--- src/rtl/free_list_pkg.sv ---
// free_list_pkg: shared rename-stage definitions for the physical-register
// free list. Provides the sys_defs macros (`BR_STATE_W, `BR_PR_WRONG,
// `PRF_IDX_W, `FL_DEPTH, `FL_PTR_W), typed localparam mirrors of them, and a
// popcount helper used to derive the free-entry count.
`ifndef FREE_LIST_SYS_DEFS
`define FREE_LIST_SYS_DEFS
`define BR_STATE_W    2
`define BR_PR_NONE    2'b00
`define BR_PR_CORRECT 2'b01
`define BR_PR_WRONG   2'b10
`define PRF_IDX_W     6
`define FL_DEPTH      32
`define FL_PTR_W      5
`endif

package free_list_pkg;

    localparam int FL_DEPTH   = `FL_DEPTH;
    localparam int FL_PTR_W   = `FL_PTR_W;
    localparam int PRF_IDX_W  = `PRF_IDX_W;
    localparam int BR_STATE_W = `BR_STATE_W;

    localparam logic [BR_STATE_W-1:0] BR_PR_NONE    = `BR_PR_NONE;
    localparam logic [BR_STATE_W-1:0] BR_PR_CORRECT = `BR_PR_CORRECT;
    localparam logic [BR_STATE_W-1:0] BR_PR_WRONG   = `BR_PR_WRONG;

    // Number of set bits in a valid vector (0..FL_DEPTH).
    function automatic logic [FL_PTR_W:0] popcount(input logic [FL_DEPTH-1:0] v);
        logic [FL_PTR_W:0] c;
        c = {(FL_PTR_W+1){1'b0}};
        for (int i = 0; i < FL_DEPTH; i++) begin
            c = c + {{FL_PTR_W{1'b0}}, v[i]};
        end
        return c;
    endfunction

endpackage

--- src/rtl/fl_wrap_mask.sv ---
// fl_wrap_mask: combinational range decoder.
// Ports: start_ptr, end_ptr (pointers) -> mask, with mask[i]=1 for every slot
// i in the circular range [start_ptr, end_ptr). start_ptr==end_ptr gives an
// empty mask.
module fl_wrap_mask
    import free_list_pkg::*;
(
    input  logic [FL_PTR_W-1:0] start_ptr,
    input  logic [FL_PTR_W-1:0] end_ptr,
    output logic [FL_DEPTH-1:0] mask
);

    // Decode each slot against the (possibly wrapped) range.
    always_comb begin
        logic [FL_PTR_W-1:0] idx_s;
        mask  = {FL_DEPTH{1'b0}};
        idx_s = {FL_PTR_W{1'b0}};
        for (int i = 0; i < FL_DEPTH; i++) begin
            idx_s = FL_PTR_W'(i);
            if (start_ptr <= end_ptr) begin
                mask[i] = (idx_s >= start_ptr) && (idx_s < end_ptr);
            end else begin
                mask[i] = (idx_s >= start_ptr) || (idx_s < end_ptr);
            end
        end
    end

endmodule

--- src/rtl/free_list_chk.sv ---
// free_list_chk: property checker for free_list.
// Ports: clk, rst (active-low), retire_en_i, tail_valid (valid bit of the
// slot a push would write). A push must never overwrite a slot still holding
// a free tag.
module free_list_chk (
    input logic clk,
    input logic rst,
    input logic retire_en_i,
    input logic tail_valid
);

    // Retire pushes only ever land in a released slot.
    push_into_free_slot_a : assert property (
        @(posedge clk) disable iff (!rst) retire_en_i |-> !tail_valid
    );

endmodule

--- src/rtl/free_list.sv ---
// free_list: 32-entry circular free list of physical register tags for the
// rename stage. Dispatch pops the head tag, retire pushes freed tags at the
// tail, and a mispredict restores the head to a checkpointed value while
// re-validating every slot popped since that checkpoint.
// Ports:
//   clk, rst (async, active-low)
//   dispatch_en_i          pop request
//   free_tag_o, empty_o    head tag / no-tag-available
//   retire_en_i, retire_tag_i  push of a freed tag
//   bak_fl_head_o          head pointer for branch checkpoints
//   br_state_i, rc_fl_head_i   branch resolution and recovered head
//   free_cnt_o             number of free entries (0..32)
// Optional feature: FREE_LIST_BYPASS_EN lets a retiring tag satisfy a
// dispatch in the same cycle while the list is empty.
module free_list
    import free_list_pkg::*;
(
    input  logic                  clk,
    input  logic                  rst,
    input  logic                  dispatch_en_i,
    output logic [PRF_IDX_W-1:0]  free_tag_o,
    output logic                  empty_o,
    input  logic                  retire_en_i,
    input  logic [PRF_IDX_W-1:0]  retire_tag_i,
    output logic [FL_PTR_W-1:0]   bak_fl_head_o,
    input  logic [BR_STATE_W-1:0] br_state_i,
    input  logic [FL_PTR_W-1:0]   rc_fl_head_i,
    output logic [FL_PTR_W:0]     free_cnt_o
);

    logic [PRF_IDX_W-1:0] tag_r [FL_DEPTH];
    logic [FL_DEPTH-1:0]  valid_r;
    logic [FL_DEPTH-1:0]  valid_nxt_s;
    logic [FL_DEPTH-1:0]  rec_mask_s;
    logic [FL_PTR_W-1:0]  head_r;
    logic [FL_PTR_W-1:0]  tail_r;
    logic [FL_PTR_W-1:0]  head_nxt_s;
    logic [FL_PTR_W-1:0]  tail_nxt_s;
    logic [FL_PTR_W:0]    free_cnt_r;
    logic                 recover_s;
    logic                 stored_empty_s;
    logic                 bypass_s;
    logic                 pop_s;

    assign recover_s      = (br_state_i == BR_PR_WRONG);
    assign stored_empty_s = (free_cnt_r == {(FL_PTR_W+1){1'b0}});

`ifdef FREE_LIST_BYPASS_EN
    assign bypass_s = stored_empty_s & retire_en_i;
`else
    assign bypass_s = 1'b0;
`endif

    // Slots popped since the checkpoint: [recovered head, current head).
    fl_wrap_mask u_rec_mask (
        .start_ptr (rc_fl_head_i),
        .end_ptr   (head_r),
        .mask      (rec_mask_s)
    );

    // Head tag, or the retiring tag forwarded straight through when bypassing.
    always_comb begin
        if (bypass_s) begin
            free_tag_o = retire_tag_i;
        end else begin
            free_tag_o = tag_r[head_r];
        end
    end

    assign empty_o       = stored_empty_s & ~bypass_s;
    assign bak_fl_head_o = head_r;
    assign free_cnt_o    = free_cnt_r;

    // A recovery cycle never carries a real dispatch, so the pop is dropped.
    assign pop_s = dispatch_en_i & ~empty_o & ~recover_s;

    // Next-state: recovery, then push, then pop. In a bypassed pop head==tail,
    // so the pop's clear overrides the push's set on the same slot.
    always_comb begin
        valid_nxt_s = valid_r;
        head_nxt_s  = head_r;
        tail_nxt_s  = tail_r;
        if (recover_s) begin
            valid_nxt_s = valid_nxt_s | rec_mask_s;
            head_nxt_s  = rc_fl_head_i;
        end else begin
            head_nxt_s  = head_r;
        end
        if (retire_en_i) begin
            valid_nxt_s[tail_r] = 1'b1;
            tail_nxt_s          = tail_r + FL_PTR_W'(1);
        end else begin
            tail_nxt_s          = tail_r;
        end
        if (pop_s) begin
            valid_nxt_s[head_r] = 1'b0;
            head_nxt_s          = head_r + FL_PTR_W'(1);
        end else begin
            valid_nxt_s[head_r] = valid_nxt_s[head_r];
        end
    end

    // Pointer, valid and count registers.
    always_ff @(posedge clk or negedge rst) begin
        if (!rst) begin
            valid_r    <= {FL_DEPTH{1'b1}};
            head_r     <= {FL_PTR_W{1'b0}};
            tail_r     <= {FL_PTR_W{1'b0}};
            free_cnt_r <= (FL_PTR_W+1)'(FL_DEPTH);
        end else begin
            valid_r    <= valid_nxt_s;
            head_r     <= head_nxt_s;
            tail_r     <= tail_nxt_s;
            free_cnt_r <= popcount(valid_nxt_s);
        end
    end

    // Tag storage; reset hands out physical tags FL_DEPTH..2*FL_DEPTH-1.
    always_ff @(posedge clk or negedge rst) begin
        if (!rst) begin
            for (int i = 0; i < FL_DEPTH; i++) begin
                tag_r[i] <= PRF_IDX_W'(FL_DEPTH + i);
            end
        end else if (retire_en_i) begin
            tag_r[tail_r] <= retire_tag_i;
        end else begin
            tag_r[tail_r] <= tag_r[tail_r];
        end
    end

    free_list_chk u_chk (
        .clk         (clk),
        .rst         (rst),
        .retire_en_i (retire_en_i),
        .tail_valid  (valid_r[tail_r])
    );

endmodule

--- config.mk ---
export PLATFORM = sky130hd
export DESIGN_NAME = free_list
export DESIGN_NICKNAME = d
export VERILOG_FILES = /design/src/rtl/free_list_pkg.sv /design/src/rtl/fl_wrap_mask.sv /design/src/rtl/free_list_chk.sv /design/src/rtl/free_list.sv
export SDC_FILE = /design/constraint.sdc
export NUM_CORES = 1
export LEC_CHECK = 0
export CORE_MARGIN = 8
export CORE_UTILIZATION = 57
export DETAILED_ROUTE_END_ITERATION = 6
export GPL_ROUTABILITY_DRIVEN = 1
export MAX_ROUTING_LAYER = met4
export PLACE_DENSITY = 0.74
export SLEW_MARGIN = 15
export SYNTH_ARGS = -nofsm -noshare
export SYNTH_HDL_FRONTEND = slang
export SYNTH_SLANG_ARGS = --single-unit
--- constraint.sdc ---
create_clock -name clk -period 9.9 [get_ports clk]
set_clock_uncertainty 0.1 [all_clocks]
set_input_delay 1.98 -clock clk [delete_from_list [all_inputs] [get_ports clk]]
set_output_delay 1.98 -clock clk [all_outputs]
set_load 0.05 [all_outputs]
Word-level counts from Yosys, hierarchy flattened
Cells that the tools add are included.
- add/subtract/negate cells: 33
- multiply operators: 0
- divide/modulo/power cells: 0
- $lt $le $gt $ge: 72
- eq/ne operators: 1
- shift-type cells: 0
- mux-type cells: 55
- bitwise gates (word level): 10
- reduce and logical (&&, ||, !) cells: 69
- operator list (kind ; count):
    192-bit bitwise mux ; 2
    192-bit 2-to-1 mux ; 1
    6-bit by 1-bit adder with 6-bit output ; 26
    32-bit 2-to-1 mux ; 3
    5-bit >= comparator, first input constant ; 16
    5-bit < comparator, first input constant ; 16
    32-bit bitwise OR ; 2
    6-bit binary-select mux with 5-bit select ; 2
    4-bit by 5-bit >= comparator with 1-bit output, first input constant ; 8
    4-bit by 5-bit < comparator with 1-bit output, first input constant ; 8
    1-bit logical AND ; 35
    1-bit 2-to-1 mux ; 35
    32-bit AND ; 1
    32-bit bitwise mux ; 1
    1-bit logical OR ; 32
    32-bit NOT ; 1
    6-bit demux with 5-bit select ; 1
    6-bit 2-to-1 mux ; 5
    3-bit by 5-bit >= comparator with 1-bit output, first input constant ; 4
    3-bit by 5-bit < comparator with 1-bit output, first input constant ; 4
    6-bit >= comparator, second input constant ; 2
    5-bit by 6-bit < comparator with 1-bit output, second input constant ; 2
    5-bit NOT with 6-bit output ; 2
    5-bit by 1-bit adder with 5-bit output, second input constant ; 2
    other kinds (20) ; 29
- register bits after elaboration: 240
- latch bits: 0
- RAM bits: 0
- ROM bits: 0
- input bits: 17
- output and inout bits: 18
- word-level logic and storage cells: 276
- memories kept: 0

Logic depth before layout (Yosys ltp)
Gate-level depths: netlist of the first run.
- depth after elaboration: 42
- gate-level depth with buffers: 34
- mapped depth without buffers: 28

Modules after synthesis
Synthesis of the first run repeated with hierarchy kept, for this count alone.
- cell total of the unflattened synthesis: 1458
- area total of the unflattened synthesis: 15114.5 um2
- modules (own cells, without submodules) (module ; instances ; cells an instance ; area each (um2) ; seq. area each (um2)):
    free_list ; 1 ; 1314 ; 14138.6 ; 6187.2
    fl_wrap_mask ; 1 ; 144 ; 975.9 ; 0.0

Worst setup path after synthesis of the first run
Ideal clock, no wire load.
- path type: input -> register
- start point: input port rc_fl_head_i[0]
- end point: register free_cnt_r[4] (netlist: free_cnt_o[4])
- library setup time: 0.080 ns
- data arrival time: 9.216 ns
- data required time: 9.720 ns
- setup slack: 0.504 ns
- cell stages on the path: 28
- buffers on the path: 3
- cells stage by stage: clkbuf_1 inv_1 ha_1 and3_1 a21o_1 clkbuf_1 a22oi_1 and3_1 or4_1 or4_4 o41ai_4 buf_6 mux2i_1 fa_1 inv_1 fa_1 inv_1 fa_1 inv_1 fa_1 fa_1 fa_1 inv_1 ha_1 fa_1 a21o_1 a21oi_1 xnor2_1
- elaborated cells on any way between the ends: 169
- those cells by class: 31 x add/sub; 33 x order compare; 38 x mux; 3 x bitwise; 64 x reduce/logical
- RTL lines (element ; line ; RTL):
    from (decl) ; free_list.sv:27 ; input logic [FL_PTR_W-1:0] rc_fl_head_i,
    1-bit by 5-bit >= comparator with 1-bit output (tied with other cells) ; fl_wrap_mask.sv:21, fl_wrap_mask.sv:23 ;
    1-bit logical OR or 1-bit logical AND (tied branches) ; fl_wrap_mask.sv:23, fl_wrap_mask.sv:21 ;
    1-bit 2-to-1 mux ; fl_wrap_mask.sv:20 ; if (start_ptr <= end_ptr) begin
    32-bit bitwise OR * ; free_list.sv:84 ; valid_nxt_s = valid_nxt_s | rec_mask_s;
    32-bit 2-to-1 mux * ; free_list.sv:83 ; if (recover_s) begin
    32-bit bitwise OR (no line) ; - ;
    32-bit 2-to-1 mux * ; free_list.sv:89 ; if (retire_en_i) begin
    1-bit binary-select mux with 5-bit select ; free_list.sv:99 ; valid_nxt_s[head_r] = valid_nxt_s[head_r];
    1-bit 2-to-1 mux (implied by the code) ; free_list.sv:99 ;
    32-bit bitwise mux ; free_list.sv:99 ;
    32-bit 2-to-1 mux * ; free_list.sv:95 ; if (pop_s) begin
    net valid_nxt_s[25] ; free_list.sv:33 ; logic [FL_DEPTH-1:0] valid_nxt_s;
    6-bit by 1-bit adder with 6-bit output * (7 in series) ; free_list_pkg.sv:32 ; c = c + {{FL_PTR_W{1'b0}}, v[i]};
    to (signal assigned) ; free_list.sv:109 ; free_cnt_r <= (FL_PTR_W+1)'(FL_DEPTH);
    to (signal assigned) ; free_list.sv:114 ; free_cnt_r <= popcount(valid_nxt_s);
    to (decl) ; free_list.sv:39 ; logic [FL_PTR_W:0] free_cnt_r;
The timed path passes the listed nets; every way through them passes the cells marked *. The select of a mux whose other input is x is not followed.
A chain may end at the register's enable or synchronous reset.

Worst setup path in the final report of the first run
- start point: input port rc_fl_head_i[3]
- end point: register free_cnt_r[4] (netlist: free_cnt_o[4])
- word-level cells in the longest chain between the ends: 42
- elaborated cells on any way between the ends: 169
- those cells by class: 31 x add/sub; 33 x order compare; 38 x mux; 3 x bitwise; 64 x reduce/logical
- ends and longest elaborated chain (element ; line):
    1-bit by 5-bit >= comparator with 1-bit output (tied with other cells) ; fl_wrap_mask.sv:21, fl_wrap_mask.sv:23
    1-bit logical OR or 1-bit logical AND (tied branches) ; fl_wrap_mask.sv:23, fl_wrap_mask.sv:21
    1-bit 2-to-1 mux ; fl_wrap_mask.sv:20
    32-bit bitwise OR * ; free_list.sv:84
    32-bit 2-to-1 mux * ; free_list.sv:83
    32-bit bitwise OR (no line) ; -
    32-bit 2-to-1 mux * ; free_list.sv:89
    1-bit binary-select mux with 5-bit select ; free_list.sv:99
    [... 2 more ...] ; -
    32-bit 2-to-1 mux * ; free_list.sv:95
    1-bit by 1-bit adder with 2-bit output ; free_list_pkg.sv:32
    2-bit by 1-bit adder with 3-bit output ; free_list_pkg.sv:32
    3-bit by 1-bit adder with 4-bit output ; free_list_pkg.sv:32
    4-bit by 1-bit adder with 5-bit output ; free_list_pkg.sv:32
    5-bit by 1-bit adder with 6-bit output ; free_list_pkg.sv:32
    6-bit by 1-bit adder with 6-bit output (25 in series) ; free_list_pkg.sv:32
    6-bit by 1-bit adder with 6-bit output * ; free_list_pkg.sv:32
Every way passes the cells marked *; elsewhere a longest branch is shown, timed or not. The select of a mux whose other input is x is not followed.

==> impl_metrics.yaml, run 1 <==
detailed_routing:
  drc: 0
  avgRoutedWirePerCell_um: 27.1
  drt_pass1_iterations: 6
  totalWireLength_um: 50500
  ant_nets: 0
  dr_total_vias: 12909
  drt_iter0_drc: 1369
  routed_via_density: 6.91
timing:
  hold_viol: 0
  setup_viol_count_final: 0
  slew_viol_final: 0
  grt_setup_unrepaired: "false"
  period_share_pct: 95.2
  worst_pin_slew_ns: 1.05
  fin_ws_ns: 0.478
  fmax_ghz: 0.106
  finalCriticalPeriod_ns: 9.42
  slew_headroom_pct: 30.0
synthesis:
  synth_warnings: 0
  syn-num-nets: 1576
  yosysUniqueCellTypes: 70
  ys_seq_area_share_pct: 41.2
  yosys.area.top_type: "dfstp_2"
  synth.most_common_cell: "nand2_1"
  synth_edf_count: 0
  syn_area_um2: 15000
  synthCells: 1515
  synth-seq-cells: 240
  synth_top_area_share_pct: 25.4
  synthTopCellsByCount: "267 x nand2_1, 239 x o21ai_0, 145 x dfstp_2"
  async_flop_share_pct: 100
  synth.avg_cell_area_um2: 9.92
  synthFlopType: "dfstp_2"
  synth_area_leaders: "dfstp_2 25%, dfrtp_1 16%, mux4_2 15%"
floorplanning:
  pin_count: 35
  die_h_um: 178
  fp.dieW_um: 178
  rows: 59
  core_area_um2: 26000
  dieArea_um2: 31800
  floorplan.initialDensity_pct: 57.8
layout:
  fillers: 2111
  layout-drive-gt1-share_pct: 25.5
  final_nets: 1572
  stdcell_area_um2: 16700
  syn2layout_area_growth_pct: 10.9
critical_path:
  endpoint_kind: "register"
  cp_slowest_cell: "or4_4"
  cp.arrival_ns: 9.81
  startpoint_type: "primary input"
  cp.required_ns: 10.28
  worst_path_most_repeated_cell: "fa_1"
  critPathMaxStageDelay_ns: 0.59
  crit_fanout: 10
  worstSetupPathType: "in -> reg"
placement:
  gp_congestion: 1.04
  port_buffers: 34
  placed_area_um2: 15800
  dp_hpwl_um: 35000
  dp_slack_ns: -0.0967
grt:
  grt_pass1_vias: 12967
  grt_use_total_pct: 33.7
  antenna_found_initial: 1
  grt_max_degree: 112
  gr-total-overflow: 0
  grt_pass1_wl_um: 78900
cts:
  cts_buffer_depth: 3
  cts_buffers: 27
  cts_root_buf: "clkbuf_16"
  cts_hold_buf: 0
  path_clk_slew_ns: 0.06
  ctsHtreeMaxLevel: 1
  cts_tree: "done"
  cts_sinks: 240
  post_cts_buffers: 0
  clkLatencyLatePin_ns: 0.56
  cts.repair.resized: 0
outcome:
  run_status: "finished, final reports clean"
job:
  drv_cap: 0
worst_hold_path:
  hold_path.class: "reg -> reg"
[metrics by stage]
stage	hold WS, ns	util [%]	instances	setup TNS (ns)
5_1_grt	0.397	64.2	1868	0
4_1_cts	0.387	64.1	1867	0
3_5_place_dp	0.378	60.9	1817	-0.139
3_3_place_gp	0.372	60.9	1817	0
6_report	0.386	64.2	1868	0
2_1_floorplan	0.361	-	1515	0
[metal layers]
| layer | part of all wire [%] | GRT usage [%] | vias to the layer above |
|---|---|---|---|
| met5 | 0 | - | - |
| met4 | 8.3 | 22.9 | 0 |
| met3 | 8.8 | 6.03 | 234 |
| met2 | 46 | 51.1 | 785 |
| met1 | 37 | 40.9 | 6392 |
| li1 | - | - | 5498 |
[kinds of logic (layout without fill, tap and decap cells)]
group,after synthesis,count (layout),share of synthesized area (%)
and+or+nand+nor,451,451,12.8
AOI/OAI and AO/OA,438,438,17.2
DFF,240,240,41.2
buffers and inverters,178,195,4.61
muxes,143,143,18.1
adders and majority gates,54,54,5.53
xor gates and xnor gates,11,11,0.641
other,0,1,0
[state kept, by name (all words and copies together), names as in the netlist]
signal         count
tag_r            192
tail_r             5
valid_r           32
free_cnt_o         6
bak_fl_head_o      5
[area by class of cell]
class / instances / area [um2] / share of cell area [%]
Sequential cell: 240 / 6200 / 37.2
Inverter: 38 / 143 / 0.855
Clock inverter: 11 / 104 / 0.623
Antenna cell: 1 / 2.50 / 0.0150
Timing Repair Buffer: 107 / 893 / 5.36
Clock buffer: 39 / 731 / 4.38
Multi-Input combinational cell: 1097 / 8180 / 49.1
Tap cell: 335 / 419 / 2.51
[worst max-delay path, delay by kind of cell]
kind                     cells  cell delay [ns]
adder cells (fa/ha/maj)      9             3.69
AO/OA/AOI/OAI                8             1.96
AND/OR/NAND/NOR              3             1.19
buffers and inverters        5             0.83
XOR/XNOR                     1             0.14
[path summary, 6_finish.rpt]
path | slack [ns] | cells past startpoint | endpoint | from
setup / recovery | 0.48 | 26 | free_cnt_o[4]$_DFF_PN0_ | rc_fl_head_i[3]
max in group asynchronous | 6.68 | 2 | tail_r[0]$_DFFE_PN0P_ | rst
setup reg to reg | 1.28 | 30 | free_cnt_o[4]$_DFF_PN0_ | bak_fl_head_o[2]$_DFFE_PN0P_
min in group asynchronous | 1.38 | 1 | bak_fl_head_o[4]$_DFFE_PN0P_ | rst
hold reg to reg | 0.39 | 2 | tag_r[36]$_DFFE_PN1P_ | tag_r[36]$_DFFE_PN1P_
hold / removal | 0.39 | 2 | tag_r[36]$_DFFE_PN1P_ | tag_r[36]$_DFFE_PN1P_
[placed cells by master, fill, tap and decap left out, types with 9 or more instances in the layout]
cell,count
a21o_1,12
a21oi_1,56
a31oi_1,19
buf_4,73
clkbuf_1,11
clkbuf_16,27
clkdlybuf4s50_1,33
dfrtp_1,91
dfstp_2,145
fa_1,24
ha_1,20
inv_1,35
maj3_1,10
mux2i_1,36
mux4_2,102
nand2_1,267
nand3_1,43
nor2_1,66
nor2b_1,13
nor3_1,21
o21a_1,9
o21ai_0,237
o22ai_1,17
xnor2_1,9
Power of run 1 is not shown: default switching activity piles up to over one toggle a cycle in this logic, so the estimate is an artifact.
==> run 2: changes to the inputs <==
--- a/config.mk
+++ b/config.mk
@@ -5,12 +5,13 @@
 export SDC_FILE = /design/constraint.sdc
 export NUM_CORES = 1
 export LEC_CHECK = 0
-export CORE_MARGIN = 8
+export CORE_MARGIN = 2
 export CORE_UTILIZATION = 57
 export DETAILED_ROUTE_END_ITERATION = 6
 export GPL_ROUTABILITY_DRIVEN = 1
 export MAX_ROUTING_LAYER = met4
 export PLACE_DENSITY = 0.74
+export SETUP_SLACK_MARGIN = 0.02
 export SLEW_MARGIN = 15
 export SYNTH_ARGS = -nofsm -noshare
 export SYNTH_HDL_FRONTEND = slang
==> impl_metrics.yaml, run 2 (synthesis results as in run 1) <==
grt:
  grt_max_degree: 129
  gr-total-overflow: 0
  grt_pass1_vias: 12889
  antenna_found_initial: 1
  grt_pass1_wl_um: 77700
  grt_use_total_pct: 37.7
layout:
  largest-register: "tag_r"
  syn2layout_area_growth_pct: 12.3
  final_cells: 1879
  layout-drive-gt1-share_pct: 26.6
  mostFrequentLayoutCells: "267 x nand2_1, 237 x o21ai_0, 145 x dfstp_2"
  final_common_cell: "nand2_1"
  largest_reg_flops: 192
  final_nets: 1583
  fillers: 2118
critical_path:
  worst_path_most_repeated_cell: "fa_1"
  cp.arrival_ns: 9.92
  endpoint_kind: "register"
  cp_slowest_cell: "or4_4"
  startpoint_type: "primary input"
  worstSetupPathType: "in -> reg"
  cp.required_ns: 10.28
  crit_fanout: 12
  r2r_start: "bak_fl_head_o[2]$_DFFE_PN0P_"
  reg2reg_slack_ns: 1.16
  critPathMaxStageDelay_ns: 0.57
  cp-startpoint: "rc_fl_head_i[3]"
cts:
  clkLatencyLatePin_ns: 0.56
  path_clk_slew_ns: 0.06
  cts_sinks: 240
  cts_tree: "done"
  cts_buffers: 27
  post_cts_buffers: 0
  ctsHtreeMaxLevel: 1
  cts_root_buf: "clkbuf_16"
  cts_buffer_depth: 3
placement:
  dp.cells: 1828
  port_buffers: 34
  dp_hpwl_um: 34600
  gp_congestion: 1.04
outcome:
  run_status: "finished, final reports clean"
floorplanning:
  die_h_um: 166
  rows: 59
  floorplan.initialDensity_pct: 57.8
  core_area_um2: 26000
  pin_count: 35
  fp.dieW_um: 166
  dieArea_um2: 27700
job:
  drv_cap: 0
timing:
  slew_headroom_pct: 31.7
  slew_viol_final: 0
  setup_viol_count_final: 0
  period_share_pct: 96.4
  hold_viol: 0
  worst_pin_slew_ns: 1.00
  fmax_ghz: 0.105
  grt_setup_unrepaired: "false"
  finalCriticalPeriod_ns: 9.54
detailed_routing:
  totalWireLength_um: 50300
  routed_via_density: 6.81
  drt_iter0_drc: 1518
  drc: 0
  avgRoutedWirePerCell_um: 26.8
  ant_nets: 0
  dr_total_vias: 12797
  drt_pass1_iterations: 7
worst_hold_path:
  holdCritStartpoint: "tag_r[175]$_DFFE_PN1P_"
  hold_path.class: "reg -> reg"
-- run 2: changes by cell type in the layout (fill, tap and decap cells not counted), moves of 2 or more --
| cell | change |
|---|---|
| buf_4 | +10 |
| clkbuf_1 | -7 |
| clkbuf_8 | +2 |
| bufinv_16 | +3 |
-- run 2: layout make-up --
type	instances	area [um2]	share of cell area, %
sequential	240	6200	36.7
antenna	1	2.50	0.0148
tap	335	419	2.48
clock inverter	16	210	1.25
multi-input combinational	1097	8180	48.5
timing repair buffer	118	988	5.86
clock buffer	34	732	4.34
inverter	38	143	0.845
-- run 2: worst paths after layout --
kind                                                 to  depth (start not counted)
setup / recovery                free_cnt_o[4]$_DFF_PN0_                         28
hold / removal                   tag_r[175]$_DFFE_PN1P_                          2
setup reg to reg                free_cnt_o[4]$_DFF_PN0_                         29
hold reg to reg                  tag_r[175]$_DFFE_PN1P_                          2
max in group asynchronous         tag_r[67]$_DFFE_PN0P_                          2
min in group asynchronous  bak_fl_head_o[1]$_DFFE_PN0P_                          1
-- run 2: through the flow --
| step | worst slack [ns] | instance area (um2) | utilization (%) | hold slack (ns) | TNS, ns |
|---|---|---|---|---|---|
| after CTS | 0.430 | 16900 | 64.9 | 0.389 | 0 |
| after detailed placement | -0.135 | 15900 | 61.3 | 0.380 | -0.212 |
| final | 0.361 | 16900 | 64.9 | 0.385 | 0 |
| after global placement | -0.0170 | 15900 | 61.3 | 0.369 | -0.0170 |
| after floorplan | 0.504 | 15000 | - | 0.361 | 0 |
| after global routing | 0.0422 | 16900 | 64.9 | 0.408 | 0 |
-- run 2: worst max-delay path: cells and delay by family --
kind	cells	cell delay (ns)
xor+xnor	1	0.13
compound gates	8	1.77
simple gates	3	1.17
buf+inv	7	1.16
fa+ha+maj	9	3.70
-- run 2: layer usage --
layer	vias up	wire length (um)	track usage, %
met2	751	23400	57.3
li1	5494	-	-
met1	6338	18400	46.6
met4	0	4030	24.7
met5	-	0	-
met3	214	4440	6.79
-- run 2: repair_timing --
| action | in CTS | in global routing |
|---|---|---|
| endpoints found under the setup margin | 0 | 1 |
| hold buffers | 0 | 0 |
| resized for setup | 0 | 1 |
Power of run 2 is left out for the same reason.
==> run 3: changes to the inputs <==
--- a/config.mk
+++ b/config.mk
@@ -5,6 +5,7 @@
 export SDC_FILE = /design/constraint.sdc
 export NUM_CORES = 1
 export LEC_CHECK = 0
+export CAP_MARGIN = 25
 export CORE_MARGIN = 2
 export CORE_UTILIZATION = 57
 export DETAILED_ROUTE_END_ITERATION = 6
==> results of run 3 <==
The final DEF is identical to that of run 2; final timing and power are the same.
Power of run 3 is left out for the same reason.
